## src/rtl/param_sync_fifo_if.sv

```systemverilog
// Handshake bundle for param_sync_fifo: write side, read side, status flags
// and error-clear. The master modport is the user of the FIFO; the slave
// modport is the FIFO itself. Parameters must match the connected FIFO.
interface param_sync_fifo_if #(
  parameter int FIFO_WIDTH = 8,
  parameter int FIFO_DEPTH = 64
);
  localparam int CW = $clog2(FIFO_DEPTH) + 1;

  logic                  wr_en;
  logic [FIFO_WIDTH-1:0] wr_data;
  logic                  full;
  logic                  almost_full;
  logic                  rd_en;
  logic [FIFO_WIDTH-1:0] rd_data;
  logic                  empty;
  logic                  almost_empty;
  logic [CW-1:0]         count;
  logic                  overflow;
  logic                  underflow;
  logic                  err_clr;

  modport master (
    output wr_en, wr_data, rd_en, err_clr,
    input  full, almost_full, rd_data, empty, almost_empty, count,
           overflow, underflow
  );

  modport slave (
    input  wr_en, wr_data, rd_en, err_clr,
    output full, almost_full, rd_data, empty, almost_empty, count,
           overflow, underflow
  );
endinterface

```

## src/rtl/param_sync_fifo.sv

```systemverilog
// param_sync_fifo: single-clock FIFO with registered occupancy count,
// count-decoded status flags and sticky overflow/underflow error flags.
// Optional macro FIFO_FWFT_EN selects first-word-fall-through reads, where
// rd_data shows the head word combinationally; otherwise rd_data is a
// register loaded one cycle after each accepted read.
module param_sync_fifo #(
  parameter int FIFO_WIDTH = 8,
  parameter int FIFO_DEPTH = 64,
  parameter int AF_THRESH  = 56,
  parameter int AE_THRESH  = 8
) (
  input logic               clk,
  input logic               rst,
  param_sync_fifo_if.slave  bus
);
  localparam int AW = $clog2(FIFO_DEPTH);
  localparam int CW = AW + 1;

  logic [FIFO_WIDTH-1:0] mem [FIFO_DEPTH];
  logic [AW-1:0]         wr_ptr;
  logic [AW-1:0]         rd_ptr;
  logic [CW-1:0]         count_q;
  logic                  overflow_q;
  logic                  underflow_q;
  logic                  full_w;
  logic                  empty_w;
  logic                  wr_acc;
  logic                  rd_acc;

  // Flags come only from the registered count, so they lag the causing edge
  // by one cycle and acceptance always sees the pre-edge full/empty.
  assign full_w  = (count_q == CW'(FIFO_DEPTH));
  assign empty_w = (count_q == '0);
  assign wr_acc  = bus.wr_en && !full_w;
  assign rd_acc  = bus.rd_en && !empty_w;

  assign bus.full         = full_w;
  assign bus.empty        = empty_w;
  assign bus.almost_full  = (count_q >= CW'(AF_THRESH));
  assign bus.almost_empty = (count_q <= CW'(AE_THRESH));
  assign bus.count        = count_q;
  assign bus.overflow     = overflow_q;
  assign bus.underflow    = underflow_q;

  // Storage is deliberately not reset; stale words become unreachable once
  // the pointers return to zero.
  always_ff @(posedge clk) begin
    if (!rst && wr_acc) begin
      mem[wr_ptr] <= bus.wr_data;
    end
  end

  // Pointers are AW bits wide, so a power-of-two depth wraps for free.
  always_ff @(posedge clk) begin
    if (rst) begin
      wr_ptr <= '0;
      rd_ptr <= '0;
    end else begin
      if (wr_acc) wr_ptr <= wr_ptr + AW'(1);
      if (rd_acc) rd_ptr <= rd_ptr + AW'(1);
    end
  end

  // Occupancy only moves when exactly one side is accepted.
  always_ff @(posedge clk) begin
    if (rst) begin
      count_q <= '0;
    end else begin
      case ({wr_acc, rd_acc})
        2'b10:   count_q <= count_q + CW'(1);
        2'b01:   count_q <= count_q - CW'(1);
        default: count_q <= count_q;
      endcase
    end
  end

  // Sticky error flags; a new error event in the same cycle beats err_clr.
  always_ff @(posedge clk) begin
    if (rst) begin
      overflow_q  <= 1'b0;
      underflow_q <= 1'b0;
    end else begin
      if (bus.wr_en && full_w)  overflow_q <= 1'b1;
      else if (bus.err_clr)     overflow_q <= 1'b0;
      if (bus.rd_en && empty_w) underflow_q <= 1'b1;
      else if (bus.err_clr)     underflow_q <= 1'b0;
    end
  end

`ifdef FIFO_FWFT_EN
  // Head word falls through; meaningless while the FIFO is empty.
  assign bus.rd_data = mem[rd_ptr];
`else
  logic [FIFO_WIDTH-1:0] rd_q;

  // Registered read: popped word appears one cycle after the accepted read
  // and holds until the next accepted read.
  always_ff @(posedge clk) begin
    if (rst) begin
      rd_q <= '0;
    end else if (rd_acc) begin
      rd_q <= mem[rd_ptr];
    end
  end

  assign bus.rd_data = rd_q;
`endif

endmodule
```

## src/flat_wrapper.sv

```systemverilog
// flat-port wrapper written by rule: the top's interface ports become plain ports
module param_sync_fifo_flat 
#(
  parameter int FIFO_WIDTH = 8,
  parameter int FIFO_DEPTH = 64,
  parameter int AF_THRESH  = 56,
  parameter int AE_THRESH  = 8
)
  (clk, rst, bus_wr_en, bus_wr_data, bus_rd_en, bus_err_clr, bus_full, bus_almost_full, bus_rd_data, bus_empty, bus_almost_empty, bus_count, bus_overflow, bus_underflow);
  param_sync_fifo_if #(.FIFO_WIDTH(FIFO_WIDTH), .FIFO_DEPTH(FIFO_DEPTH)) bus_i ();
  input logic clk;
  input logic rst;
  input wire logic [$bits(bus_i.wr_en)-1:0] bus_wr_en;
  input wire logic [$bits(bus_i.wr_data)-1:0] bus_wr_data;
  input wire logic [$bits(bus_i.rd_en)-1:0] bus_rd_en;
  input wire logic [$bits(bus_i.err_clr)-1:0] bus_err_clr;
  output wire logic [$bits(bus_i.full)-1:0] bus_full;
  output wire logic [$bits(bus_i.almost_full)-1:0] bus_almost_full;
  output wire logic [$bits(bus_i.rd_data)-1:0] bus_rd_data;
  output wire logic [$bits(bus_i.empty)-1:0] bus_empty;
  output wire logic [$bits(bus_i.almost_empty)-1:0] bus_almost_empty;
  output wire logic [$bits(bus_i.count)-1:0] bus_count;
  output wire logic [$bits(bus_i.overflow)-1:0] bus_overflow;
  output wire logic [$bits(bus_i.underflow)-1:0] bus_underflow;
  assign bus_i.wr_en = bus_wr_en;
  assign bus_i.wr_data = bus_wr_data;
  assign bus_i.rd_en = bus_rd_en;
  assign bus_i.err_clr = bus_err_clr;
  assign bus_full = bus_i.full;
  assign bus_almost_full = bus_i.almost_full;
  assign bus_rd_data = bus_i.rd_data;
  assign bus_empty = bus_i.empty;
  assign bus_almost_empty = bus_i.almost_empty;
  assign bus_count = bus_i.count;
  assign bus_overflow = bus_i.overflow;
  assign bus_underflow = bus_i.underflow;
  param_sync_fifo #(.FIFO_WIDTH(FIFO_WIDTH), .FIFO_DEPTH(FIFO_DEPTH), .AF_THRESH(AF_THRESH), .AE_THRESH(AE_THRESH)) u_core (.clk(clk), .rst(rst), .bus(bus_i));
endmodule
```

## config.mk

```make
export PLATFORM = sky130hd
export DESIGN_NAME = param_sync_fifo_flat
export DESIGN_NICKNAME = d
export VERILOG_FILES = /design/src/rtl/param_sync_fifo_if.sv /design/src/rtl/param_sync_fifo.sv /design/src/flat_wrapper.sv
export SDC_FILE = /design/constraint.sdc
export NUM_CORES = 1
export LEC_CHECK = 0
export BUFFER_PORTS_ARGS = -buffer_cell sky130_fd_sc_hd__buf_2
export CORE_ASPECT_RATIO = 0.6
export CORE_MARGIN = 1
export CORE_UTILIZATION = 35
export DETAILED_ROUTE_END_ITERATION = 6
export HOLD_SLACK_MARGIN = 0.06
export PLACE_DENSITY = 0.45
export SLEW_MARGIN = 30
export SYNTH_ARGS = -nofsm -noshare
export SYNTH_HDL_FRONTEND = slang
export SYNTH_SLANG_ARGS = --single-unit
```

## constraint.sdc

```tcl
create_clock -name clk -period 6.1 [get_ports clk]
set_clock_uncertainty 0.1 [all_clocks]
set_input_delay 0.61 -clock clk [delete_from_list [all_inputs] [get_ports clk]]
set_output_delay 0.61 -clock clk [all_outputs]
set_load 0.02 [all_outputs]
```

# --- Yosys cells after proc, flatten, opt, wreduce, memory -nomap -nowiden ---
# Memories as Yosys holds them, arrays and structs flattened. A register that Yosys moved wholly into a read port is not among the register bits.
# Cells that the tools add are included.
op_classes:
  addsub: 4
  magnitude_cmp: 2
  eq_ne: 3
  mux: 6
  n_reduce_logical: 12
op_table:
  columns: ["op", "n"]
  rows:
  - ["case mux 7 bit (2 select lines)", 1]
  - ["adder 6 x 1 -> 6 bit, second input constant", 2]
  - ["adder 7 x 1 -> 7 bit, second input constant", 1]
  - ["equality test 7 bit, second input constant", 1]
  - [">= comparator 7 x 6 -> 1 bit, second input constant", 1]
  - ["less-or-equal comparator 7 x 4 -> 1 bit, second input constant", 1]
  - ["logical NOT 7 bit", 1]
  - ["subtractor 7 x 1 -> 7 bit, second input constant", 1]
  - ["nonzero test 2 bit", 3]
  - ["logical AND 1 bit", 5]
  - ["two-way mux 1 bit", 5]
  - ["logical NOT 1 bit", 3]
  - ["equality test 2 x 1 -> 1 bit, second input constant", 1]
  - ["equality test 2 bit, second input constant", 1]
word_totals:
  reg_bits: 21
  mem_bits_rw: 512
  input_bits: 13
  out_inout_bits: 21
  wordCells: 33
  mem_count: 1
mem_list:
  columns: ["memory", "words", "word_bits", "read_ports", "rd_clocked_by_memory_dff", "write_ports", "line_no", "rtl"]
  rows:
  - ["u_core.mem", 64, 8, 1, 1, 1, "param_sync_fifo.sv:19", "logic [FIFO_WIDTH-1:0] mem [FIFO_DEPTH];"]

# --- Depth between registers and ports, before layout ---
depth:
  ltp_word: 6
  ltp_mapped: 13
  mapped_depth_nobuf: 12

# --- Worst setup path after synthesis ---
# OpenSTA, ideal clock, no wires.
synth_timing:
  path_kind: "register -> register"
  start: "register u_core.count_q[0], in the netlist u_core.bus.count[0]"
  end: "register u_core.count_q[6], in the netlist u_core.bus.count[6]"
  setup_ns: 0.121
  t_arrival_ns: 3.266
  required_time_ns: 5.879
  setup_slack_ns: 2.613
  path_stages_with_launch: 13
  path_buffers: 1
  period_less_slack_ns: 3.487
  cell_sequence: "dfxtp_1 nor4_2 and3b_1 nor2b_1 buf_6 ha_1 ha_1 nor2b_1 o21ai_0 a21boi_0 or4_1 nand3_1 mux2_2"
synth_between:
  elab_chain_len: 5
  word_cells_on_any_way: 12
  cone_classes: "2 x add/sub; 3 x eq/ne; 1 x mux; 6 x reduce/logical"
synth_lines:
  columns: ["item", "line_no", "rtl"]
  rows:
  - ["from (decl)", "param_sync_fifo.sv:22", "logic [CW-1:0] count_q;"]
  - ["from (signal assigned)", "param_sync_fifo.sv:70", "2'b10: count_q <= count_q + CW'(1);"]
  - ["from (signal assigned)", "param_sync_fifo.sv:71", "2'b01: count_q <= count_q - CW'(1);"]
  - ["from (signal assigned)", "param_sync_fifo.sv:72", "default: count_q <= count_q;"]
  - ["logical NOT 7 bit *", "param_sync_fifo.sv:33", "assign empty_w = (count_q == '0);"]
  - ["via bus_empty", "flat_wrapper.sv:20", "output wire logic [$bits(bus_i.empty)-1:0] bus_empty;"]
  - ["logical NOT 1 bit *", "param_sync_fifo.sv:35", "assign rd_acc = bus.rd_en && !empty_w;"]
  - ["logical AND 1 bit *", "param_sync_fifo.sv:35", null]
  - ["via u_core.rd_acc", "param_sync_fifo.sv:28", "logic rd_acc;"]
  - ["equality test 2 x 1 -> 1 bit / equality test 2 bit (equally long branches)", "param_sync_fifo.sv:69", "case ({wr_acc, rd_acc})"]
  - ["case mux 7 bit (2 select lines) / nonzero test 2 bit (equally long branches)", null, null]
# The timed path passes the listed nets; every way through them passes the cells marked *.
# A chain may end at the register's enable or synchronous reset.

# --- Worst setup path in the final report ---
layout_timing:
  start: "register u_core.count_q[3], in the netlist u_core.bus.count[3]"
  end: "register u_core.count_q[6], in the netlist u_core.bus.count[6]"
layout_between:
  elab_chain_len: 5
  word_cells_on_any_way: 12
  cone_classes: "2 x add/sub; 3 x eq/ne; 1 x mux; 6 x reduce/logical"
layout_lines:
  columns: ["item"]
  rows:
  - ["branches (longest 5 deep; another with subtractor 7 x 1 -> 7 bit)"]
# Several ways; the timed one is not identified.

==> impl_metrics.yaml <==
run_status:
  status: "finished clean"
logic_synthesis:
  ys_seq_elements: 541
  synth_warnings: 0
  synth-edff-count: 512
  synth_ff_type: "edfxtp_1"
  async_flop_share_pct: 0
  synth_area_um2: 21440
  ys_types: 52
  avgSynthCellArea_um2: 18.63
  netlist_instances: 1151
  postSynthNetCount: 1173
  seq_area_frac_synth_pct: 74.42
global_route:
  antenna_found_initial: 0
  grt_pass1_vias: 10920
  grt_first_pass_wirelength_um: 80100
  grt_max_degree: 65
  grt_overflow: 0
  grtUsageTotal_pct: 17.89
die:
  rows: 69
  die_area_um2: 62280
  start_util_pct: 35.84
  ios: 34
  fp.dieW_um: 321.5
  core-area_um2: 59830
  die_y_um: 193.7
clock_network:
  cts_num_sinks: 541
  cts_tree: "yes"
  htreeDepth: 2
  clk_pin_slew_ps: 70
  cts_buffers: 52
  cts_setup_buffers: 0
  clk_latency_ps: 600
  clockBufferDepth: 3
  cts_hold_buffers: 0
  cts_root_buffer: "clkbuf_16"
  cts_resized: 0
sta:
  slew_violations: 0
  setup_tns_ps: 0
  fin_crit_ps: 3906
  whs_ps: 175.4
  tightest_slew_ps: 1055
  period_share_pct: 64.03
  rsz0062_at_grt: "false"
  slew_headroom_pct: 29.31
  setup_viol: 0
  fmax_ghz: 0.2560
  hold_viol_final: 0
finish:
  fill_cells: 5390
  diodes: 0
  synthToLayoutAreaGrowth_pct: 12.37
  fin_nets: 1215
  drive_above_1_share_pct: 20.97
  utilization_pct: 40.27
power_and_ir_drop:
  peakVddDrop_uv: 220.2
  powerDensity_nw_per_um2: 367.8
  leakagePower_nw: 7.352
route:
  vias: 10730
  finalWirelength_um: 55000
  drt_iter0_markers: 933
  dr.pass1.iters: 4
  ant_nets: 0
  drc: 0
  wl_per_cell_um: 26.82
  vias_per_cell: 5.233
placed_design:
  io_buffers: 33
  place.gp.congestion: 0.7755
  place_hpwl_um: 32860
setup_path:
  cp_max_fo: 10
  critPathKind: "reg -> reg"
  start_kind: "register"
  arrival_ps: 4280
  cp-end-kind: "register"
  required_ps: 6470
min_path:
  hp-class: "in -> reg"
job:
  cap_viol_max_count: 0
==> routing by layer <==
layer | track usage, % | up-vias | share of wire (%)
met4 | 3.686 | 0 | 1.4
met1 | 28.93 | 5680 | 52
li1 | - | 4749 | -
met3 | 4.470 | 62 | 6.2
met5 | 0 | - | 0
met2 | 23.80 | 241 | 40
==> cell families (layout without fill, tap and decap cells) <==
group	count (synthesis)	after routing	synth area share, %
buffers and inverters	72	156	1.984
AO/OA/AOI/OAI	141	141	4.342
flip-flops	541	541	74.42
XOR/XNOR	11	11	0.4494
AND/OR/NAND/NOR	184	184	3.898
multiplexers	193	193	14.35
adder cells (fa/ha/maj)	9	9	0.5602
==> path summary, 6_finish.rpt <==
check / cells past startpoint / slack, ps / end / start
setup / recovery: 11 / 2190 / u_core.bus.count[6] / u_core.bus.count[3]
hold / removal: 3 / 180 / u_core.bus.overflow / bus_wr_en
setup reg to reg: 11 / 2190 / u_core.bus.count[6] / u_core.bus.count[3]
hold reg to reg: 2 / 390 / u_core.bus.rd_data[2] / u_core.bus.rd_data[2]
==> worst max-delay path, cell delays in order (launching register included) <==
cell and delay [ps]:
dfxtp_1 460, nor4_2 100, and3b_1 210, nor2b_1 590, ha_1 460, ha_1 320
nor2b_1 150, o21ai_0 240, a21boi_0 200, or4_1 510, nand3_1 110, mux2_2 330
==> through the flow <==
step	power (mW)	cell area (µm²)	setup slack [ps]	std cells
after floorplan	5.310	21440	2613	1151
after global placement	5.712	22410	2290	1955
after detailed placement	5.715	22410	2225	1955
after CTS	8.954	24090	2197	2051
after global routing	9.201	24090	1868	2051
final	8.861	24090	2194	2051
==> synthesized netlist by cell type, drive strengths merged, types with 7 or more instances <==
library cell / instances / share of area (%)
mux2: 25 / 1.3
nor2b: 11 / 0.32
mux2i: 79 / 3.7
xor2: 8 / 0.33
buf: 37 / 1.4
o22ai: 21 / 0.61
o21ai: 25 / 0.58
a32oi: 7 / 0.29
nand3: 14 / 0.33
ha: 8 / 0.47
nand2: 39 / 0.68
dfxtp: 29 / 2.7
clkbuf: 29 / 0.51
mux4: 89 / 9.3
a21oi: 30 / 0.70
edfxtp: 512 / 72
o21bai: 8 / 0.28
o221ai: 10 / 0.41
a22oi: 8 / 0.28
a211oi: 14 / 0.49
nor2: 91 / 1.6
==> power breakdown <==
part	internal, mW	switching, mW
Combinational	0.584	0.764
Clock	1.82	1.42
Sequential	4.13	0.141
Total	6.53	2.33
==> cells in the final DEF (no fill, tap or decap), types with 4 or more instances in the layout <==
cell type | synthesis | layout
mux2i_1 | 79 | 79
nor2_1 | 91 | 89
a22oi_1 | 8 | 8
mux2_2 | 25 | 25
clkbuf_8 | 0 | 5
inv_1 | 6 | 6
o221ai_1 | 10 | 10
o311ai_0 | 5 | 5
o21ai_0 | 25 | 25
a32oi_1 | 7 | 7
a211oi_1 | 14 | 14
clkbuf_1 | 29 | 10
clkinv_1 | 0 | 9
dfxtp_1 | 29 | 26
ha_1 | 8 | 8
buf_2 | 10 | 33
o21bai_1 | 8 | 8
nand2_1 | 39 | 39
clkbuf_16 | 0 | 53
a21oi_1 | 30 | 30
mux4_2 | 89 | 89
clkinv_2 | 0 | 11
nor2b_1 | 11 | 10
xor2_1 | 8 | 8
edfxtp_1 | 512 | 512
o22ai_1 | 21 | 21
buf_4 | 5 | 20
bufinv_16 | 0 | 4
nand3_1 | 14 | 14
==> final cells by class <==
class                           count  area, µm²  share of cell area [%]
Multi-Input combinational cell    538       5072                   21.05
Sequential cell                   541      15970                   66.27
Timing Repair Buffer               54      335.3                   1.392
Clock buffer                       68       1433                   5.946
Tap cell                          816       1021                   4.238
Clock inverter                     28      241.5                   1.002
Inverter                            6      22.52                 0.09348
==> state kept, by name (all words and copies together) (netlist names) <==
register	flops
u_core.bus.overflow	1
u_core.bus.rd_data	8
u_core.wr_ptr	6
u_core.rd_ptr	6
u_core.bus.underflow	1
u_core.bus.count	7
u_core.mem	512
Power figures use the tool's default switching activity.
